===== src/rtl/mem_bckdoor_rd.sv =====
// mem_bckdoor_rd
// Burst reader for the memory backdoor channel. A start request issues one
// single-word read per cycle from base_addr upward. Each returned word is
// captured into a small FIFO a fixed RD_LAT cycles after its read strobe. The
// FIFO is then drained through a valid/ready stream.
//
// Ports
//   wb_clk, wb_rst_n  clock (rising edge) and asynchronous active-low reset
//   start             one-cycle burst request, only honoured while idle
//   base_addr         first word address, captured with start
//   burst_len         number of words (0 is ignored)
//   busy              high from the cycle after an accepted start until done
//   done              one-cycle pulse in the cycle the last word is popped
//   mem_read          registered read strobe, one word per high cycle
//   mem_addr          registered read address, valid with mem_read
//   mem_rdata         read data, valid RD_LAT cycles after its strobe
//   rd_data           FIFO head word
//   rd_valid          FIFO not empty
//   rd_ready          consumer accepts rd_data when rd_valid && rd_ready
module mem_bckdoor_rd #(
    parameter int DW         = 32,
    parameter int AW         = 32,
    parameter int RD_LAT     = 1,
    parameter int FIFO_DEPTH = 16,
    parameter int LEN_W      = 5
) (
    input  logic             wb_clk,
    input  logic             wb_rst_n,
    input  logic             start,
    input  logic [AW-1:0]    base_addr,
    input  logic [LEN_W-1:0] burst_len,
    output logic             busy,
    output logic             done,
    output logic             mem_read,
    output logic [AW-1:0]    mem_addr,
    input  logic [DW-1:0]    mem_rdata,
    output logic [DW-1:0]    rd_data,
    output logic             rd_valid,
    input  logic             rd_ready
);

    localparam int PTR_W = (FIFO_DEPTH > 1) ? $clog2(FIFO_DEPTH) : 1;
    // Occupancy can exceed FIFO_DEPTH by the words still in the latency pipe,
    // so one extra bit over the FIFO count.
    localparam int OCC_W = PTR_W + 2;
    localparam logic [OCC_W-1:0] DEPTH_OCC = OCC_W'(FIFO_DEPTH);

    typedef enum logic [1:0] {IDLE, ISSUE, DRAIN} state_t;

    state_t             state, next_state;
    logic [AW-1:0]      base_q;
    logic [LEN_W-1:0]   len_q;
    logic [LEN_W-1:0]   issued_cnt;
    logic [LEN_W-1:0]   popped_cnt;
    logic [RD_LAT-1:0]  lat_pipe;
    logic [DW-1:0]      fifo_mem [FIFO_DEPTH];
    logic [PTR_W-1:0]   wr_ptr, rd_ptr;
    logic [OCC_W-1:0]   fifo_count;
    logic [OCC_W-1:0]   in_flight;
    logic [OCC_W-1:0]   occupancy;
    logic               push, pop;
    logic               issue, load;
    logic [AW-1:0]      issue_addr;

    assign push     = lat_pipe[RD_LAT-1];
    assign rd_valid = (fifo_count != '0);
    assign pop      = rd_valid && rd_ready;
    assign rd_data  = fifo_mem[rd_ptr];
    assign busy     = (state != IDLE) && !done;

    // The read currently on the bus is counted as in flight as well. Otherwise
    // a read issued in the same cycle as the credit check could overfill the FIFO.
    always_comb begin
        in_flight = OCC_W'(mem_read);
        for (int i = 0; i < RD_LAT; i++) begin
            in_flight = in_flight + OCC_W'(lat_pipe[i]);
        end
    end

    assign occupancy = fifo_count + in_flight;

    always_ff @(posedge wb_clk or negedge wb_rst_n) begin
        if (!wb_rst_n) begin
            state <= IDLE;
        end else begin
            state <= next_state;
        end
    end

    // The next read is decided here and registered onto mem_read/mem_addr.
    // The first read is therefore launched from IDLE, so that it appears in the
    // cycle right after the start is accepted.
    always_comb begin
        next_state = state;
        issue      = 1'b0;
        issue_addr = '0;
        load       = 1'b0;
        done       = 1'b0;
        case (state)
            IDLE: begin
                if (start && (burst_len != '0)) begin
                    load       = 1'b1;
                    issue      = 1'b1;
                    issue_addr = base_addr;
                    next_state = ISSUE;
                end
            end
            ISSUE: begin
                if (issued_cnt == len_q) begin
                    next_state = DRAIN;
                end else if (occupancy < DEPTH_OCC) begin
                    issue      = 1'b1;
                    issue_addr = base_q + AW'(issued_cnt);
                end
            end
            DRAIN: begin
                if (pop && (popped_cnt == len_q - LEN_W'(1))) begin
                    done       = 1'b1;
                    next_state = IDLE;
                end
            end
            default: next_state = IDLE;
        endcase
    end

    always_ff @(posedge wb_clk or negedge wb_rst_n) begin
        if (!wb_rst_n) begin
            base_q     <= '0;
            len_q      <= '0;
            issued_cnt <= '0;
            popped_cnt <= '0;
            mem_read   <= 1'b0;
            mem_addr   <= '0;
        end else begin
            mem_read <= issue;
            if (issue) begin
                mem_addr <= issue_addr;
            end
            if (load) begin
                base_q     <= base_addr;
                len_q      <= burst_len;
                issued_cnt <= LEN_W'(1);
                popped_cnt <= '0;
            end else begin
                if (issue) begin
                    issued_cnt <= issued_cnt + LEN_W'(1);
                end
                if (pop && (state != IDLE)) begin
                    popped_cnt <= popped_cnt + LEN_W'(1);
                end
            end
        end
    end

    // Delays each read strobe by RD_LAT cycles. The tap at the end marks the
    // cycle in which mem_rdata holds that read's word. Clearing it on reset
    // drops any returns still outstanding.
    always_ff @(posedge wb_clk or negedge wb_rst_n) begin
        if (!wb_rst_n) begin
            lat_pipe <= '0;
        end else begin
            lat_pipe[0] <= mem_read;
            for (int i = 1; i < RD_LAT; i++) begin
                lat_pipe[i] <= lat_pipe[i-1];
            end
        end
    end

    always_ff @(posedge wb_clk or negedge wb_rst_n) begin
        if (!wb_rst_n) begin
            wr_ptr     <= '0;
            rd_ptr     <= '0;
            fifo_count <= '0;
        end else begin
            if (push) begin
                wr_ptr <= wr_ptr + PTR_W'(1);
            end
            if (pop) begin
                rd_ptr <= rd_ptr + PTR_W'(1);
            end
            case ({push, pop})
                2'b10:   fifo_count <= fifo_count + OCC_W'(1);
                2'b01:   fifo_count <= fifo_count - OCC_W'(1);
                default: fifo_count <= fifo_count;
            endcase
        end
    end

    // The storage has no reset. Its contents are meaningless while fifo_count is 0.
    always_ff @(posedge wb_clk) begin
        if (push) begin
            fifo_mem[wr_ptr] <= mem_rdata;
        end
    end

    property no_fifo_overflow;
        @(posedge wb_clk) disable iff (!wb_rst_n) !(push && (fifo_count == DEPTH_OCC));
    endproperty
    assert property (no_fifo_overflow);

endmodule


===== config.mk =====
export PLATFORM = sky130hd
export DESIGN_NAME = mem_bckdoor_rd
export DESIGN_NICKNAME = d
export VERILOG_FILES = /design/src/rtl/mem_bckdoor_rd.sv
export SDC_FILE = /design/constraint.sdc
export NUM_CORES = 1
export LEC_CHECK = 0
export CORE_MARGIN = 3
export CORE_UTILIZATION = 45
export CTS_CLUSTER_SIZE = 40
export DETAILED_ROUTE_END_ITERATION = 6
export PLACE_DENSITY = 0.65
export SLEW_MARGIN = 20
export SYNTH_ARGS = -nofsm -noshare
export SYNTH_HDL_FRONTEND = slang
export SYNTH_SLANG_ARGS = --single-unit

===== constraint.sdc =====
create_clock -name wb_clk -period 3.53 [get_ports wb_clk]
set_clock_uncertainty 0.1 [all_clocks]
set_input_delay 0.5295 -clock wb_clk [delete_from_list [all_inputs] [get_ports wb_clk]]
set_output_delay 0.5295 -clock wb_clk [all_outputs]
set_load 0.01 [all_outputs]

==> flow_metrics.env, run 1 <==
export IMPL_whs_ps=319
export IMPL_finalHoldViolations=0
export IMPL_hold_path_class="reg -> reg"
export IMPL_max_vdd_ir_drop_v=0.000468
export IMPL_rows=84
export IMPL_drv_cap=0
export IMPL_grt_overflow=0
export IMPL_insertion_delay_ps=620
export IMPL_antenna_found_initial=2
export IMPL_worst_path_largest_cell_delay_ps=510
export IMPL_finalNetCount=1576
export IMPL_synth_cell_area_mm2=0.0243
export IMPL_numClockSinks=609
export IMPL_clockBufferDepth=3
export IMPL_viasPerCell=5.59
export IMPL_report_final_slew_viol_count=0
export IMPL_max_freq_mhz=291
export IMPL_cts_tree="done"
export IMPL_track_usage_pct=19.3
export IMPL_syn_inst=1276
export IMPL_clkTransAtPathRegs_ps=60
export IMPL_drive_above_1_share_pct=21.8
export IMPL_synthFlopType="edfxtp_1"
export IMPL_core_mm2=0.0530
export IMPL_multi_input_area_mm2=0.00617
export IMPL_drt_iter0_drc=1111
export IMPL_synth_distinct_cells=47
export IMPL_register_area_mm2=0.0178
export IMPL_syn_avg_cell_area_um2=19.0
export IMPL_drt_antenna_violating_nets=0
export IMPL_slowest_stage="mux4_2"
export IMPL_fin_util_pct=54.8
export IMPL_worstPathRequired_ps=2900
export IMPL_die_h_um=238
export IMPL_synth_edff_count=512
export IMPL_run_status="complete, no violations"
export IMPL_htree_levels=2
export IMPL_gp_congestion=0.782
export IMPL_arrival_ps=2810
export IMPL_io_pins=141
export IMPL_crit_path_end_kind="primary output"
export IMPL_portBuffers=140
export IMPL_syn_num_nets=1370
export IMPL_dp_hpwl_um=29700
export IMPL_route_detailed_drc=0
export IMPL_p_leak_uw=0.00988
export IMPL_first_global_vias=13000
export IMPL_r2r_start="fifo_count[1]$_DFFE_PN0P_"
export IMPL_diodes=0
export IMPL_cp_cell_sequence="buf_12 -> buf_12 -> buf_16 -> mux4_2 -> mux4_2 -> dlygate4sd2_1"
export IMPL_max_slew_margin_rel_pct=50.8
export IMPL_setup_viol=0
export IMPL_grt_pass1_wl_um=81700
export IMPL_final_cells=2221
export IMPL_crit_start="rd_ptr[0]$_DFFE_PN0P_"
export IMPL_synth_seq_area_share_pct=73.3
export IMPL_path_class="reg -> out"
export IMPL_worstPathMaxFanout=11
export IMPL_drtPass1Iterations=5
export IMPL_die_x_um=238
export IMPL_ys_warn_count=0
export IMPL_vias=12418
export IMPL_cts_root_buf="clkbuf_16"
export IMPL_area_delta_synth_final_pct=19.5
export IMPL_min_delay_start="mem_read$_DFF_PN0_"
export IMPL_cts_buffers=61
export IMPL_place_inst=2084
export IMPL_ys_ff_latch=609
export IMPL_die_area_mm2=0.0568
export IMPL_drt_total_wl_um=54100
export IMPL_period_needed_ps=3440
export IMPL_wl_per_cell_um=24.4
export IMPL_tightest_slew_ps=738
export IMPL_worstSetupStartpointType="register"
export IMPL_finalCritPeriodShare_pct=97.3
export IMPL_grt_max_degree=60
export IMPL_fill_cells=4128
export IMPL_async_flop_share_pct=15.9
export IMPL_power_density_mw_per_mm2=816
export IMPL_start_util_pct=45.8
==> stage by stage <==
stage	TNS, ps	area, um^2	setup WS, ps	power (uW)
6_report	0	29000	93.9	23700
3_3_place_gp	0	26800	462	17500
2_1_floorplan	0	24300	58.6	14500
3_5_place_dp	0	26800	434	17600
5_1_grt	-0.0369	29000	-0.0369	24900
4_1_cts	0	28900	17.9	23900
==> sequential cells by signal, summed over array words and instances, names as in the netlist <==
signal	count
fifo_mem	512
base_q	32
mem_addr	32
fifo_count	6
issued_cnt	5
len_q	5
popped_cnt	5
rd_ptr	4
wr_ptr	4
state	2
lat_pipe	1
mem_read	1
==> report_power, final <==
part           switching (uW)  leakage (uW)  internal, uW
logic                    3850       0.00316          4190
registers                 733       0.00581          8850
clock network            2700      0.000905          3360
total                    7290       0.00988         16400
==> repair_timing <==
| action | in CTS | in global routing |
|---|---|---|
| setup endpoints to repair | 32 | 14 |
| resized for setup | 41 | 5 |
| buffers inserted | 12 | 5 |
| hold buffers | 1 | 0 |
| cloned | 5 | 0 |
| hold endpoints to repair | 50 | 0 |
| pin swaps | 0 | 1 |
==> cell usage in the layout, fill, tap and decap left out, drive strengths merged, types with 4 or more instances in the layout <==
cell type / n
a21oi: 9
a22oi: 4
and2: 14
buf: 62
clkbuf: 70
clkdlybuf4s50: 106
clkinv: 34
clkinvlp: 5
dfrtp: 97
dlygate4sd2: 30
edfxtp: 512
ha: 19
inv: 28
mux4: 160
nand2: 142
nand2b: 4
nand3: 16
nand4: 12
nor2: 35
nor3: 15
nor4: 5
o211ai: 27
o21a: 5
o21ai: 31
xnor2: 33
xor2: 20
==> area by class of cell <==
| cell class | instances | share of cell area, % |
|---|---|---|
| Clock inverter | 44 | 1.02 |
| Clock buffer | 70 | 5.45 |
| Inverter | 25 | 0.323 |
| Timing Repair Buffer | 202 | 7.55 |
| Sequential cell | 609 | 61.4 |
| Tap cell | 688 | 2.97 |
| Multi-Input combinational cell | 583 | 21.3 |
==> path summary, 6_finish.rpt <==
check	to	slack (ps)	cells past startpoint
max	rd_data[11]	90	6
min reg2reg	lat_pipe$_DFF_PN0_	320	0
max reg2reg	fifo_count[5]$_DFFE_PN0P_	540	10
min	lat_pipe$_DFF_PN0_	320	0
min in group asynchronous	mem_addr[7]$_DFFE_PN0P_	420	2
max in group asynchronous	fifo_count[2]$_DFFE_PN0P_	2100	3
==> worst max-delay path, delay by kind of cell, from the launching register on <==
kind | cells | cell delay (ps)
mux | 2 | 1010
buf+inv | 4 | 720
flops | 1 | 430
==> layer usage <==
layer / global-route usage, % / up-vias / part of all wire, %
li1: - / 5493 / -
met1: 25.5 / 6489 / 41
met2: 33.7 / 360 / 52
met3: 3.25 / 72 / 5.5
met4: 4.47 / 4 / 1.8
met5: 0 / - / 0.063
==> cells in the mapped netlist (3+ instances only) <==
cell | instances | area share (%)
nand3_1 | 16 | 0.33
nor3b_1 | 3 | 0.093
ha_1 | 19 | 0.98
a211oi_1 | 3 | 0.093
buf_1 | 7 | 0.11
xor2_1 | 20 | 0.72
xnor2_1 | 33 | 1.2
nand2b_1 | 4 | 0.10
inv_1 | 25 | 0.39
mux4_2 | 160 | 15
clkbuf_1 | 37 | 0.57
nor4_1 | 4 | 0.10
nand4_1 | 12 | 0.31
o21a_1 | 5 | 0.15
o211ai_1 | 26 | 0.80
a22oi_1 | 4 | 0.12
dfrtp_1 | 97 | 10
a21oi_1 | 8 | 0.16
nand2_1 | 142 | 2.2
o31ai_1 | 3 | 0.093
o21ai_0 | 31 | 0.64
nor3_1 | 15 | 0.31
and2_1 | 13 | 0.34
buf_6 | 3 | 0.14
edfxtp_1 | 512 | 63
nor2_1 | 35 | 0.54
buf_2 | 11 | 0.23
a21o_1 | 3 | 0.093
==> kinds of logic (layout without fill, tap and decap cells) <==
| logic type | Yosys count | in the layout | share of synthesized area (%) |
|---|---|---|---|
| simple gates | 255 | 255 | 4.68 |
| compound gates | 92 | 92 | 2.53 |
| buf+inv | 84 | 341 | 1.46 |
| fa+ha+maj | 21 | 21 | 1.14 |
| mux | 162 | 162 | 14.9 |
| flops | 609 | 609 | 73.3 |
| xor+xnor | 53 | 53 | 1.91 |
Power figures use the tool's default switching activity.
==> inputs of run 2 (changes only) <==
--- a/config.mk
+++ b/config.mk
@@ -6,10 +6,11 @@
 export NUM_CORES = 1
 export LEC_CHECK = 0
 export CORE_MARGIN = 3
-export CORE_UTILIZATION = 45
+export CORE_UTILIZATION = 54
 export CTS_CLUSTER_SIZE = 40
 export DETAILED_ROUTE_END_ITERATION = 6
-export PLACE_DENSITY = 0.65
+export PLACE_DENSITY = 0.76
+export SKIP_LAST_GASP = 1
 export SLEW_MARGIN = 20
 export SYNTH_ARGS = -nofsm -noshare
 export SYNTH_HDL_FRONTEND = slang
==> flow_metrics.env, run 2 (same netlist as run 1, synthesis figures left out) <==
export IMPL_worstPathRequired_ps=2900
export IMPL_wl_per_cell_um=25.9
export IMPL_worstPathMaxFanout=11
export IMPL_report_final_slew_viol_count=0
export IMPL_first_global_vias=13301
export IMPL_placed_area_mm2=0.0267
export IMPL_cts_root_buf="clkbuf_16"
export IMPL_dp_hpwl_um=29800
export IMPL_track_usage_pct=23.2
export IMPL_finalCritPeriodShare_pct=103
export IMPL_failed_checks="setup timing"
export IMPL_antenna_found_initial=5
export IMPL_rr_worst_depth=10
export IMPL_arrival_ps=2990
export IMPL_rsz0062_at_grt="true"
export IMPL_start_util_pct=54.8
export IMPL_tightest_slew_ps=709
export IMPL_max_slew_margin_rel_pct=52.8
export IMPL_layout_commonest_cell="edfxtp_1"
export IMPL_drt_antenna_violating_nets=0
export IMPL_cts_buffers=58
export IMPL_most_common_layout_cells="edfxtp_1, mux4_2, nand2_1"
export IMPL_drive_above_1_share_pct=22.4
export IMPL_worstSetupStartpointType="register"
export IMPL_viasPerCell=6.00
export IMPL_portBuffers=140
export IMPL_crit_path_end_kind="primary output"
export IMPL_p_leak_uw=0.0101
export IMPL_insertion_delay_ps=610
export IMPL_clkTransAtPathRegs_ps=60
export IMPL_crit_start="rd_ptr[0]$_DFFE_PN0P_"
export IMPL_die_h_um=218
export IMPL_whs_ps=371
export IMPL_max_freq_mhz=276
export IMPL_top_register="fifo_mem"
export IMPL_run_status="complete, but fails checks"
export IMPL_fin_area_mm2=0.0290
export IMPL_period_needed_ps=3620
export IMPL_top_regs="fifo_mem: 512 flops, base_q: 32 flops, mem_addr: 32 flops"
export IMPL_finalNetCount=1583
export IMPL_clockBufferDepth=3
export IMPL_path_class="reg -> out"
export IMPL_io_pins=141
export IMPL_fin_util_pct=65.5
export IMPL_cts_tree="done"
export IMPL_grt_pass1_wl_um=82100
export IMPL_setup_viol=9
export IMPL_gp_congestion=0.820
export IMPL_die_area_mm2=0.0475
export IMPL_core_mm2=0.0443
export IMPL_drt_iter0_drc=1272
export IMPL_power_density_mw_per_mm2=824
export IMPL_endpoint="rd_data[9]"
export IMPL_area_delta_synth_final_pct=19.6
export IMPL_drtPass1Iterations=5
export IMPL_pre_cts_slack_ps=362
export IMPL_vias=12778
export IMPL_max_vdd_ir_drop_v=0.000524
export IMPL_grt_max_degree=56
export IMPL_numClockSinks=609
export IMPL_finalHoldViolations=0
export IMPL_rows=77
export IMPL_drv_cap=0
export IMPL_r2r_end="fifo_count[5]$_DFFE_PN0P_"
export IMPL_fin_ws_ps=-92.5
export IMPL_largest_reg_flops=512
export IMPL_grt_overflow=0
export IMPL_r2r_start="fifo_count[1]$_DFFE_PN0P_"
export IMPL_setup_tns_final_ps=-519
export IMPL_htree_levels=2
export IMPL_ff2ff_setup_slack_ps=350
export IMPL_hold_path_class="in -> reg"
export IMPL_route_detailed_drc=0
export IMPL_die_x_um=218
export IMPL_drt_total_wl_um=55100
-- run 2: power by group --
part	leakage, uW	internal, uW	switching (uW)
combinational	0.00336	4420	3940
clock	0.000888	3380	2590
sequential	0.00581	8850	739
total	0.0101	16700	7270
-- run 2: repair_timing --
action                                 in CTS  in global routing
pin swaps                                   0                  1
hold buffers                                1                  0
gates resized for setup                     6                 26
gates cloned                                0                  7
setup endpoints to repair                  32                 28
endpoints found under the hold margin      42                  0
buffers inserted                           12                 11
-- run 2: worst min-delay path by stage --
stage,slack (ps),cells after the start,to,from
CTS,340,3,len_q[4]$_DFFE_PN0P_,burst_len[4]
finish,370,3,len_q[4]$_DFFE_PN0P_,burst_len[4]
global placement,370,2,base_q[0]$_DFFE_PN0P_,base_q[0]$_DFFE_PN0P_
detailed placement,380,2,base_q[2]$_DFFE_PN0P_,base_q[2]$_DFFE_PN0P_
floorplan,130,0,base_q[0]$_DFFE_PN0P_,wb_rst_n
global route,350,3,len_q[4]$_DFFE_PN0P_,burst_len[4]
-- run 2: layout make-up --
| type | instances | area [um^2] |
|---|---|---|
| Fill cell | 2923 | 15300 |
| Clock buffer | 74 | 1590 |
| Antenna cell | 1 | 2.50 |
| Tap cell | 592 | 741 |
| Inverter | 25 | 93.8 |
| Clock inverter | 34 | 245 |
| Timing Repair Buffer | 212 | 2380 |
| Multi-Input combinational cell | 583 | 6180 |
| Sequential cell | 609 | 17800 |
-- run 2: worst max-delay path, cell delays in order (launching register included) --
cell	delay, ps
dfrtp_4	470
buf_12	190
buf_16	180
mux4_2	510
mux4_2	530
clkdlybuf4s50_1	500
-- run 2: routing by layer --
metal / up-vias / share of wire (%) / GRT usage (%)
met5: - / 0.091 / 0
met2: 533 / 51 / 38.6
li1: 5495 / - / -
met1: 6638 / 39 / 32.0
met4: 8 / 2.6 / 6.00
met3: 104 / 7.5 / 4.47
-- run 2: metrics by stage --
step           std cells  power (uW)
2_1_floorplan       1276       14500
3_3_place_gp        1990       17400
3_5_place_dp        1990       17600
4_1_cts             2111       23700
5_1_grt             2130       25000
6_report            2130       23900
==> inputs of run 3 (changes only) <==
--- a/config.mk
+++ b/config.mk
@@ -10,7 +10,6 @@
 export CTS_CLUSTER_SIZE = 40
 export DETAILED_ROUTE_END_ITERATION = 6
 export PLACE_DENSITY = 0.76
-export SKIP_LAST_GASP = 1
 export SLEW_MARGIN = 20
 export SYNTH_ARGS = -nofsm -noshare
 export SYNTH_HDL_FRONTEND = slang
==> flow_metrics.env, run 3 (same netlist as run 1, synthesis figures left out) <==
export IMPL_run_status="complete, no violations"
export IMPL_finalHoldViolations=0
export IMPL_max_freq_mhz=285
export IMPL_crit_path_end_kind="primary output"
export IMPL_cpLargestDelayFamily="multiplexers"
export IMPL_path_class="reg -> out"
export IMPL_top_regs="fifo_mem: 512 flops, base_q: 32 flops, mem_addr: 32 flops"
export IMPL_setup_viol=0
export IMPL_most_common_layout_cells="edfxtp_1, mux4_2, nand2_1"
export IMPL_gp_congestion=0.820
export IMPL_power_density_mw_per_mm2=818
export IMPL_io_pins=141
export IMPL_viasPerCell=5.97
export IMPL_report_final_slew_viol_count=0
export IMPL_cp_cell_sequence="buf_12 -> buf_12 -> buf_16 -> mux4_2 -> mux4_2 -> clkdlybuf4s15_1"
export IMPL_cts_root_buf="clkbuf_16"
export IMPL_area_delta_synth_final_pct=19.2
export IMPL_drtPass1Iterations=5
export IMPL_max_slew_margin_rel_pct=51.8
export IMPL_drt_antenna_violating_nets=0
export IMPL_path_buf_inv=4
export IMPL_grt_pass1_wl_um=82200
export IMPL_hold_path_class="in -> reg"
export IMPL_die_h_um=218
export IMPL_core_mm2=0.0443
export IMPL_grt_overflow=0
export IMPL_track_usage_pct=23.2
export IMPL_grt_max_degree=56
export IMPL_drv_cap=0
export IMPL_route_detailed_drc=0
export IMPL_clkTransAtPathRegs_ps=60
export IMPL_worst_path_largest_cell_delay_ps=540
export IMPL_vias=12723
export IMPL_pre_cts_slack_ps=362
export IMPL_first_global_vias=13299
export IMPL_insertion_delay_ps=610
export IMPL_slowest_stage="mux4_2"
export IMPL_worstPathRequired_ps=2900
export IMPL_rows=77
export IMPL_fin_ws_ps=20.4
export IMPL_drt_iter0_drc=1252
export IMPL_fill_cells=2946
export IMPL_period_needed_ps=3510
export IMPL_portBuffers=140
export IMPL_largest_reg_flops=512
export IMPL_rsz0062_at_grt="true"
export IMPL_start_util_pct=54.8
export IMPL_clockBufferDepth=3
export IMPL_htree_levels=2
export IMPL_tightest_slew_ps=723
export IMPL_finalNetCount=1584
export IMPL_top_register="fifo_mem"
export IMPL_numClockSinks=609
export IMPL_cts_buffers=58
export IMPL_worstSetupStartpointType="register"
export IMPL_die_x_um=218
export IMPL_drive_above_1_share_pct=22.6
export IMPL_cts_tree="done"
export IMPL_antenna_found_initial=5
export IMPL_wl_per_cell_um=25.5
export IMPL_dp_hpwl_um=29800
export IMPL_p_leak_uw=0.0100
export IMPL_worstPathMaxFanout=20
export IMPL_die_area_mm2=0.0475
export IMPL_finalCritPeriodShare_pct=99.4
export IMPL_fin_util_pct=65.3
export IMPL_arrival_ps=2880
export IMPL_drt_total_wl_um=54400
export IMPL_max_vdd_ir_drop_v=0.000522
export IMPL_layout_commonest_cell="edfxtp_1"
[run 3: cell types whose count changed in the layout (fill, tap and decap cells not counted), sizes merged]
cell	before	now
clkdlybuf4s50	115	106
dlymetal6s2s	20	16
clkbuf	81	78
dlygate4sd2	4	11
clkdlybuf4s15	0	4
buf	65	71
[run 3: timing repair]
action,in CTS,in global routing
endpoints found under the hold margin,42,0
hold buffers,1,0
endpoints found under the setup margin,32,15
resized for setup,19,30
pin swaps,0,1
cloned,0,2
buffers inserted,12,17
[run 3: area by class of cell]
type / instances / area (um^2) / area share [%]
antenna: 1 / 2.50 / 0.00865
clock buffer: 74 / 1590 / 5.48
clock inverter: 34 / 245 / 0.847
inverter: 25 / 93.8 / 0.324
multi-input combinational: 583 / 6180 / 21.3
sequential: 609 / 17800 / 61.5
tap: 592 / 741 / 2.56
timing repair buffer: 213 / 2290 / 7.91
[run 3: through the flow]
step / hold WS [ps] / setup TNS (ps) / std cells / total power [uW] / area, um^2
2_1_floorplan: 134 / 0 / 1276 / 14500 / 24300
3_3_place_gp: 366 / 0 / 1990 / 17400 / 26700
3_5_place_dp: 377 / 0 / 1990 / 17600 / 26700
4_1_cts: 335 / -1220 / 2111 / 23600 / 28700
5_1_grt: 350 / -68.9 / 2131 / 24800 / 28900
6_report: 373 / 0 / 2131 / 23700 / 28900
[run 3: worst paths after layout]
check | from | to | slack [ps] | cells past startpoint
worst max-delay path | rd_ptr[0]$_DFFE_PN0P_ | rd_data[11] | 20 | 6
worst min-delay path | burst_len[4] | len_q[4]$_DFFE_PN0P_ | 370 | 3
worst max register to register | fifo_count[1]$_DFFE_PN0P_ | fifo_count[5]$_DFFE_PN0P_ | 350 | 10
worst min register to register | base_q[3]$_DFFE_PN0P_ | base_q[3]$_DFFE_PN0P_ | 390 | 2
max in group asynchronous | wb_rst_n | len_q[0]$_DFFE_PN0P_ | 2240 | 3
min in group asynchronous | wb_rst_n | base_q[7]$_DFFE_PN0P_ | 380 | 2
[run 3: power by group]
| part | internal, uW | switching, uW |
|---|---|---|
| clock network | 3380 | 2580 |
| logic | 4260 | 3880 |
| registers | 8850 | 733 |
[run 3: worst register-to-register path, stage by stage, from the launching register on]
cell and delay (ps):
dfrtp_1 440, nor4_1 580, a21bo_2 340, inv_1 80, ha_1 300, ha_1 320, a21o_1 100, a21oi_1 100
or4_1 470, nand3_1 130, xor2_1 160
[run 3: layer usage]
layer	global-route usage, %	wire length, um	up-vias
met1	32.0	21600	6643
met5	0	46	-
met2	38.6	27800	495
met4	6.00	1150	8
met3	4.47	3860	76
li1	-	-	5501
